$ cat src/rtl/alu_share_arbiter_if.sv
// ---------------------------------------------------------------------------
// alu_share_arbiter_if
//
// Bundle of every signal that crosses the alu_share_arbiter boundary apart
// from clock and reset.
//
//   req_valid   [NREQ]       per-requester request valid
//   req_ready   [NREQ]       per-requester accept (one-hot or zero)
//   req_a       [32*NREQ]    operand A, requester i at [32i+31:32i]
//   req_b       [32*NREQ]    operand B, same packing as req_a
//   req_sel     [5*NREQ]     ALU select, requester i at [5i+4:5i]
//   alu_a/alu_b [32]         operands driven to the external shared ALU
//   alu_sel     [5]          select driven to the external shared ALU
//   alu_result  [32]         combinational result from the external ALU
//   resp_valid  [1]          response register holds a result
//   resp_ready  [1]          consumer takes the response
//   resp_id     [IDW]        requester that issued the response
//   resp_result [32]         registered ALU result
//
// slave  : the arbiter's view.
// master : the surrounding system (requesters, ALU and response consumer).
// ---------------------------------------------------------------------------
interface alu_share_arbiter_if #(
  parameter int NREQ = 2,
  parameter int IDW  = 2
);

  logic [NREQ-1:0]    req_valid;
  logic [NREQ-1:0]    req_ready;
  logic [32*NREQ-1:0] req_a;
  logic [32*NREQ-1:0] req_b;
  logic [5*NREQ-1:0]  req_sel;

  logic [31:0]        alu_a;
  logic [31:0]        alu_b;
  logic [4:0]         alu_sel;
  logic [31:0]        alu_result;

  logic               resp_valid;
  logic               resp_ready;
  logic [IDW-1:0]     resp_id;
  logic [31:0]        resp_result;

  modport slave (
    input  req_valid,
    input  req_a,
    input  req_b,
    input  req_sel,
    input  alu_result,
    input  resp_ready,
    output req_ready,
    output alu_a,
    output alu_b,
    output alu_sel,
    output resp_valid,
    output resp_id,
    output resp_result
  );

  modport master (
    output req_valid,
    output req_a,
    output req_b,
    output req_sel,
    output alu_result,
    output resp_ready,
    input  req_ready,
    input  alu_a,
    input  alu_b,
    input  alu_sel,
    input  resp_valid,
    input  resp_id,
    input  resp_result
  );

endinterface

$ cat src/rtl/alu_share_arbiter.sv
// ---------------------------------------------------------------------------
// alu_share_arbiter
//
// Shares one external combinational ALU between NREQ requesters. A
// round-robin arbiter picks at most one request per cycle, steers its
// operands and select code onto the ALU, and captures the ALU result into a
// single response register tagged with the winning requester's index.
// The response side is valid/ready with full backpressure: nothing is
// granted while an unconsumed response sits in the register, and a consume
// and a new accept may happen in the same cycle with no bubble.
//
// Ports:
//   clk    rising-edge clock
//   rst_n  asynchronous active-low reset
//   bus    alu_share_arbiter_if.slave (request, ALU and response signals)
//
// Parameters:
//   NREQ   number of requesters, 2..4
//   IDW    width of requester id, 2**IDW >= NREQ
// ---------------------------------------------------------------------------
module alu_share_arbiter #(
  parameter int NREQ = 2,
  parameter int IDW  = 2
) (
  input logic               clk,
  input logic               rst_n,
  alu_share_arbiter_if.slave bus
);

  localparam int             DATA_W  = 32;
  localparam int             SEL_W   = 5;
  // Lookup tables are sized to the full id space so an IDW-bit id indexes
  // them exactly; slots at or above NREQ are tied off as never valid.
  localparam int             NSLOT   = 2**IDW;
  localparam logic [IDW-1:0] LAST_ID = IDW'(NREQ - 1);

  logic [NSLOT-1:0]  vld_vec;
  logic [DATA_W-1:0] a_arr   [NSLOT];
  logic [DATA_W-1:0] b_arr   [NSLOT];
  logic [SEL_W-1:0]  sel_arr [NSLOT];

  logic              slot_free;
  logic              grant_vld;
  logic [IDW-1:0]    grant_id;
  logic [IDW-1:0]    cand;
  logic              accept;
  logic [IDW-1:0]    next_ptr;

  logic              resp_valid_q, resp_valid_d;
  logic [IDW-1:0]    resp_id_q,    resp_id_d;
  logic [DATA_W-1:0] resp_result_q, resp_result_d;
  logic [IDW-1:0]    rr_ptr_q,     rr_ptr_d;

  // Unpack the flat request buses into per-requester slots.
  for (genvar g = 0; g < NSLOT; g++) begin : g_slot
    if (g < NREQ) begin : g_live
      assign vld_vec[g] = bus.req_valid[g];
      assign a_arr[g]   = bus.req_a[DATA_W*g +: DATA_W];
      assign b_arr[g]   = bus.req_b[DATA_W*g +: DATA_W];
      assign sel_arr[g] = bus.req_sel[SEL_W*g +: SEL_W];
    end else begin : g_pad
      assign vld_vec[g] = 1'b0;
      assign a_arr[g]   = '0;
      assign b_arr[g]   = '0;
      assign sel_arr[g] = '0;
    end
  end

  // Round-robin search: start at rr_ptr, walk upward with wrap at NREQ-1,
  // first valid requester wins. Held off in reset and while the response
  // register is occupied and not being drained.
  always_comb begin
    slot_free = !resp_valid_q || bus.resp_ready;
    grant_vld = 1'b0;
    grant_id  = '0;
    cand      = rr_ptr_q;
    if (rst_n && slot_free) begin
      for (int off = 0; off < NREQ; off++) begin
        if (!grant_vld && vld_vec[cand]) begin
          grant_vld = 1'b1;
          grant_id  = cand;
        end
        cand = (cand == LAST_ID) ? '0 : cand + IDW'(1);
      end
    end
  end

  for (genvar g = 0; g < NREQ; g++) begin : g_ready
    assign bus.req_ready[g] = grant_vld && (grant_id == IDW'(g));
  end

  // Idle ALU inputs are zero (select 0 = add); the result is then ignored.
  assign bus.alu_a   = grant_vld ? a_arr[grant_id]   : '0;
  assign bus.alu_b   = grant_vld ? b_arr[grant_id]   : '0;
  assign bus.alu_sel = grant_vld ? sel_arr[grant_id] : '0;

  assign accept   = grant_vld && vld_vec[grant_id];
  assign next_ptr = (grant_id == LAST_ID) ? '0 : grant_id + IDW'(1);

  // An accept both fills the register and (if it was full) replaces the
  // consumed entry; a consume alone only clears valid so id/result hold.
  always_comb begin
    resp_valid_d  = resp_valid_q;
    resp_id_d     = resp_id_q;
    resp_result_d = resp_result_q;
    rr_ptr_d      = rr_ptr_q;
    if (accept) begin
      resp_valid_d  = 1'b1;
      resp_id_d     = grant_id;
      resp_result_d = bus.alu_result;
      rr_ptr_d      = next_ptr;
    end else if (bus.resp_ready) begin
      resp_valid_d  = 1'b0;
    end
  end

  // ---- stage boundary: response register and round-robin pointer ----
  always_ff @(posedge clk or negedge rst_n) begin
    if (!rst_n) begin
      resp_valid_q  <= 1'b0;
      resp_id_q     <= '0;
      resp_result_q <= '0;
      rr_ptr_q      <= '0;
    end else begin
      resp_valid_q  <= resp_valid_d;
      resp_id_q     <= resp_id_d;
      resp_result_q <= resp_result_d;
      rr_ptr_q      <= rr_ptr_d;
    end
  end

  assign bus.resp_valid  = resp_valid_q;
  assign bus.resp_id     = resp_id_q;
  assign bus.resp_result = resp_result_q;

endmodule

$ cat src/flat_wrapper.sv
// flat-port wrapper written by rule: the top's interface ports become plain ports
module alu_share_arbiter_flat 
#(
  parameter int NREQ = 2,
  parameter int IDW  = 2
)
  (clk, rst_n, bus_req_valid, bus_req_a, bus_req_b, bus_req_sel, bus_alu_result, bus_resp_ready, bus_req_ready, bus_alu_a, bus_alu_b, bus_alu_sel, bus_resp_valid, bus_resp_id, bus_resp_result);
  alu_share_arbiter_if #(.NREQ(NREQ), .IDW(IDW)) bus_i ();
  input logic clk;
  input logic rst_n;
  input wire logic [$bits(bus_i.req_valid)-1:0] bus_req_valid;
  input wire logic [$bits(bus_i.req_a)-1:0] bus_req_a;
  input wire logic [$bits(bus_i.req_b)-1:0] bus_req_b;
  input wire logic [$bits(bus_i.req_sel)-1:0] bus_req_sel;
  input wire logic [$bits(bus_i.alu_result)-1:0] bus_alu_result;
  input wire logic [$bits(bus_i.resp_ready)-1:0] bus_resp_ready;
  output wire logic [$bits(bus_i.req_ready)-1:0] bus_req_ready;
  output wire logic [$bits(bus_i.alu_a)-1:0] bus_alu_a;
  output wire logic [$bits(bus_i.alu_b)-1:0] bus_alu_b;
  output wire logic [$bits(bus_i.alu_sel)-1:0] bus_alu_sel;
  output wire logic [$bits(bus_i.resp_valid)-1:0] bus_resp_valid;
  output wire logic [$bits(bus_i.resp_id)-1:0] bus_resp_id;
  output wire logic [$bits(bus_i.resp_result)-1:0] bus_resp_result;
  assign bus_i.req_valid = bus_req_valid;
  assign bus_i.req_a = bus_req_a;
  assign bus_i.req_b = bus_req_b;
  assign bus_i.req_sel = bus_req_sel;
  assign bus_i.alu_result = bus_alu_result;
  assign bus_i.resp_ready = bus_resp_ready;
  assign bus_req_ready = bus_i.req_ready;
  assign bus_alu_a = bus_i.alu_a;
  assign bus_alu_b = bus_i.alu_b;
  assign bus_alu_sel = bus_i.alu_sel;
  assign bus_resp_valid = bus_i.resp_valid;
  assign bus_resp_id = bus_i.resp_id;
  assign bus_resp_result = bus_i.resp_result;
  alu_share_arbiter #(.NREQ(NREQ), .IDW(IDW)) u_core (.clk(clk), .rst_n(rst_n), .bus(bus_i));
endmodule
$ cat config.mk
export PLATFORM = sky130hd
export DESIGN_NAME = alu_share_arbiter_flat
export DESIGN_NICKNAME = d
export VERILOG_FILES = /design/src/rtl/alu_share_arbiter_if.sv /design/src/rtl/alu_share_arbiter.sv /design/src/flat_wrapper.sv
export SDC_FILE = /design/constraint.sdc
export NUM_CORES = 1
export LEC_CHECK = 0
export BUFFER_PORTS_ARGS = -buffer_cell sky130_fd_sc_hd__buf_2
export CORE_AREA = 2 2 110 112
export CTS_CLUSTER_SIZE = 12
export DETAILED_ROUTE_END_ITERATION = 10
export DIE_AREA = 0 0 112 114
export PLACE_DENSITY_LB_ADDON = 0.05
export SYNTH_ARGS = -nofsm -noshare
export SYNTH_HDL_FRONTEND = slang
export SYNTH_SLANG_ARGS = --single-unit
$ cat constraint.sdc
create_clock -name clk -period 3.4 [get_ports clk]
set_input_delay 1.02 -clock clk [delete_from_list [all_inputs] [get_ports clk]]
set_output_delay 1.02 -clock clk [all_outputs]
set_load 0.005 [all_outputs]
==> flow_summary.toml <==
[route]
detail-route-antenna-nets = 0
route.detailed.drc = 0
vias = 3612
initialDrtViolationCount = 250
wire_per_inst_microns = 17.6
finalWirelength_microns = 12200
dr.pass1.iters = 4
vias_per_cell = 5.23

[grt]
gr-usage-all-layers_pct = 17.9
gr-total-overflow = 0
grt_pass1_vias = 3442
grt_pass1_wl_microns = 18600
antenna_found_initial = 0
grt_max_degree = 53

[clock_tree]
cts_tree = "built"
cts_made_buffers = 5
root_buffer = "clkbuf_16"
cts_resized = 0
hold_buffers = 0
worstSkewPairLatency_ns = 0.28
post_cts_buffers = 0
htreeDepth = 2
clk_pin_slew_ns = 0.06
cts_buffer_depth = 2
clock-sinks = 37

[hold_path]
hp-class = "flop to flop"

[worst_setup_path]
required_ns = 2.38
crit_type = "input port to output pin"
r2r_setup_slack_ns = 1.62
arrival_ns = 2.26
start_kind = "input port"
cp-end-kind = "output pin"
worstReg2RegStart = "u_core.rr_ptr_q[1]"
critPathCapture = "bus_alu_a[3]"
crit_start = "bus_req_valid[1]"
reg2reg_depth = 4
worstPathMaxFanout = 26
r2r_end = "u_core.bus.resp_result[19]"

[power_and_ir_drop]
vdd_drop_max_uv = 251
p_leak_uw = 0.00256
p_per_area_nw_per_um2 = 239

[floorplan]
initial_core_util_pct = 26.0
rows = 40
die_x_microns = 112
fp.dieArea_sq_um = 12800
core_sq_um = 11700
die_y_microns = 114
pin_count = 281

[finish]
final_cell_mix = "280 x buf_2, 69 x o41ai_1, 41 x o2bb2ai_1, 37 x dfrtp_1, 32 x mux2_2"
nets = 717
fin_cells = 690
nFillCells = 1219
drive_gt1_share_pct = 70.5
final_common_cell = "buf_2"
final_area_sq_um = 4930
final_util_pct = 42.1
diodes = 0
area_growth_pct = 61.8

[synth]
syn_nets = 449
yosysWarnings = 0
ys_types = 23
synthCells = 274
synth_seq_cells = 37
ys_seq_area_share_pct = 30.4
syn_area_sq_um = 3050
avgSynthCellArea_sq_um = 11.1

[placement]
post_dp_cell_area_sq_um = 4750
place_inst = 682
gp_congestion = 0.794
port-buffer-count = 280
hpwl_microns = 9000
post-place-ws_ns = 0.126

[sta]
worst_pin_slew_ns = 0.554
setup_violations = 0
finalCriticalPeriod_ns = 3.28
slew_viol_final = 0
finClkSkew_ns = 0.00251
rsz0062_at_grt = "false"
tns_ns = 0
period_share_pct = 96.4
fin_ws_ns = 0.122
fmax_mhz = 305
relSlewSlack_pct = 62.6
hold_violations = 0

[status]
outcome = "completed"

[job]
timing.max_cap.violations = 0
==> stage by stage <==
step,power [uW],hold WS [ns]
5_1_grt,1230,0.508
3_5_place_dp,644,0.462
4_1_cts,1190,0.475
2_1_floorplan,504,0.474
6_report,1180,0.473
3_3_place_gp,644,0.461
==> worst max-delay path, cell delays in order <==
cell,delay [ns]
buf_2,0.11
nor2b_1,0.16
o2111ai_4,0.32
buf_4,0.39
o2bb2ai_1,0.12
buf_2,0.13
==> sequential cells by signal, summed over array words and instances, names as in the netlist <==
register,cells
u_core.bus.resp_id,2
u_core.bus.resp_result,32
u_core.rr_ptr_q,2
u_core.bus.resp_valid,1
==> worst min-delay path by stage <==
stage                               start               endpoint  slack (ns)  depth (start not counted)
finish              u_core.bus.resp_id[0]  u_core.bus.resp_id[0]        0.47                          1
global route        u_core.bus.resp_id[0]  u_core.bus.resp_id[0]        0.51                          1
CTS                 u_core.bus.resp_id[0]  u_core.bus.resp_id[0]        0.48                          1
detailed placement  u_core.bus.resp_id[0]  u_core.bus.resp_id[0]        0.46                          1
global placement    u_core.bus.resp_id[0]  u_core.bus.resp_id[0]        0.46                          1
floorplan           u_core.bus.resp_id[0]  u_core.bus.resp_id[0]        0.47                          1
==> layout make-up <==
| type | instances | area (sq um) | area share, % |
|---|---|---|---|
| repair buffers | 309 | 1730 | 35.1 |
| clock inverters | 2 | 37.5 | 0.761 |
| clock buffers | 6 | 139 | 2.82 |
| flip-flops and latches | 37 | 926 | 18.8 |
| inverters | 2 | 7.51 | 0.152 |
| multi-input cells | 187 | 1910 | 38.6 |
| well taps | 147 | 184 | 3.73 |
==> synth_stat cells (all sizes together) <==
| cell type | count | share of area [%] |
|---|---|---|
| mux2 | 32 | 12 |
| o2111a | 1 | 0.37 |
| o2bb2ai | 69 | 26 |
| clkbuf | 30 | 3.7 |
| nand4 | 1 | 0.21 |
| a41oi | 1 | 0.29 |
| a21o | 1 | 0.25 |
| o2111ai | 1 | 0.29 |
| inv | 2 | 0.25 |
| o41ai | 69 | 20 |
| nor2 | 1 | 0.12 |
| nand2b | 3 | 0.62 |
| dfrtp | 37 | 30 |
| buf | 18 | 4.3 |
| nor2b | 3 | 0.62 |
| and2 | 1 | 0.21 |
| nand2 | 2 | 0.25 |
| o31ai | 1 | 0.25 |
| nor4 | 1 | 0.70 |
==> metal layers <==
metal / global-route usage (%) / wire (microns) / part of all wire, %
met1: 23.0 / 4980 / 41
met5: 0 / 0 / 0
met3: 3.93 / 1040 / 8.5
met4: 4.72 / 210 / 1.7
met2: 30.6 / 5940 / 49
==> cell families (layout without fill, tap and decap cells) <==
group / count (synthesis) / in the layout / synth area share [%]
compound gates: 143 / 143 / 46.9
buf+inv: 50 / 319 / 8.21
flops: 37 / 37 / 30.4
mux: 32 / 32 / 11.8
simple gates: 12 / 12 / 2.71
==> where the power goes <==
group | switching, uW | leakage, uW | total (uW) | internal (uW)
Combinational | 90.8 | 0.00197 | 194 | 103
Sequential | 0.187 | 0.000511 | 441 | 441
Clock | 180 | 0.0000831 | 545 | 366
Total | 271 | 0.00256 | 1180 | 910
Note: power is estimated with default switching activity, not from simulation.
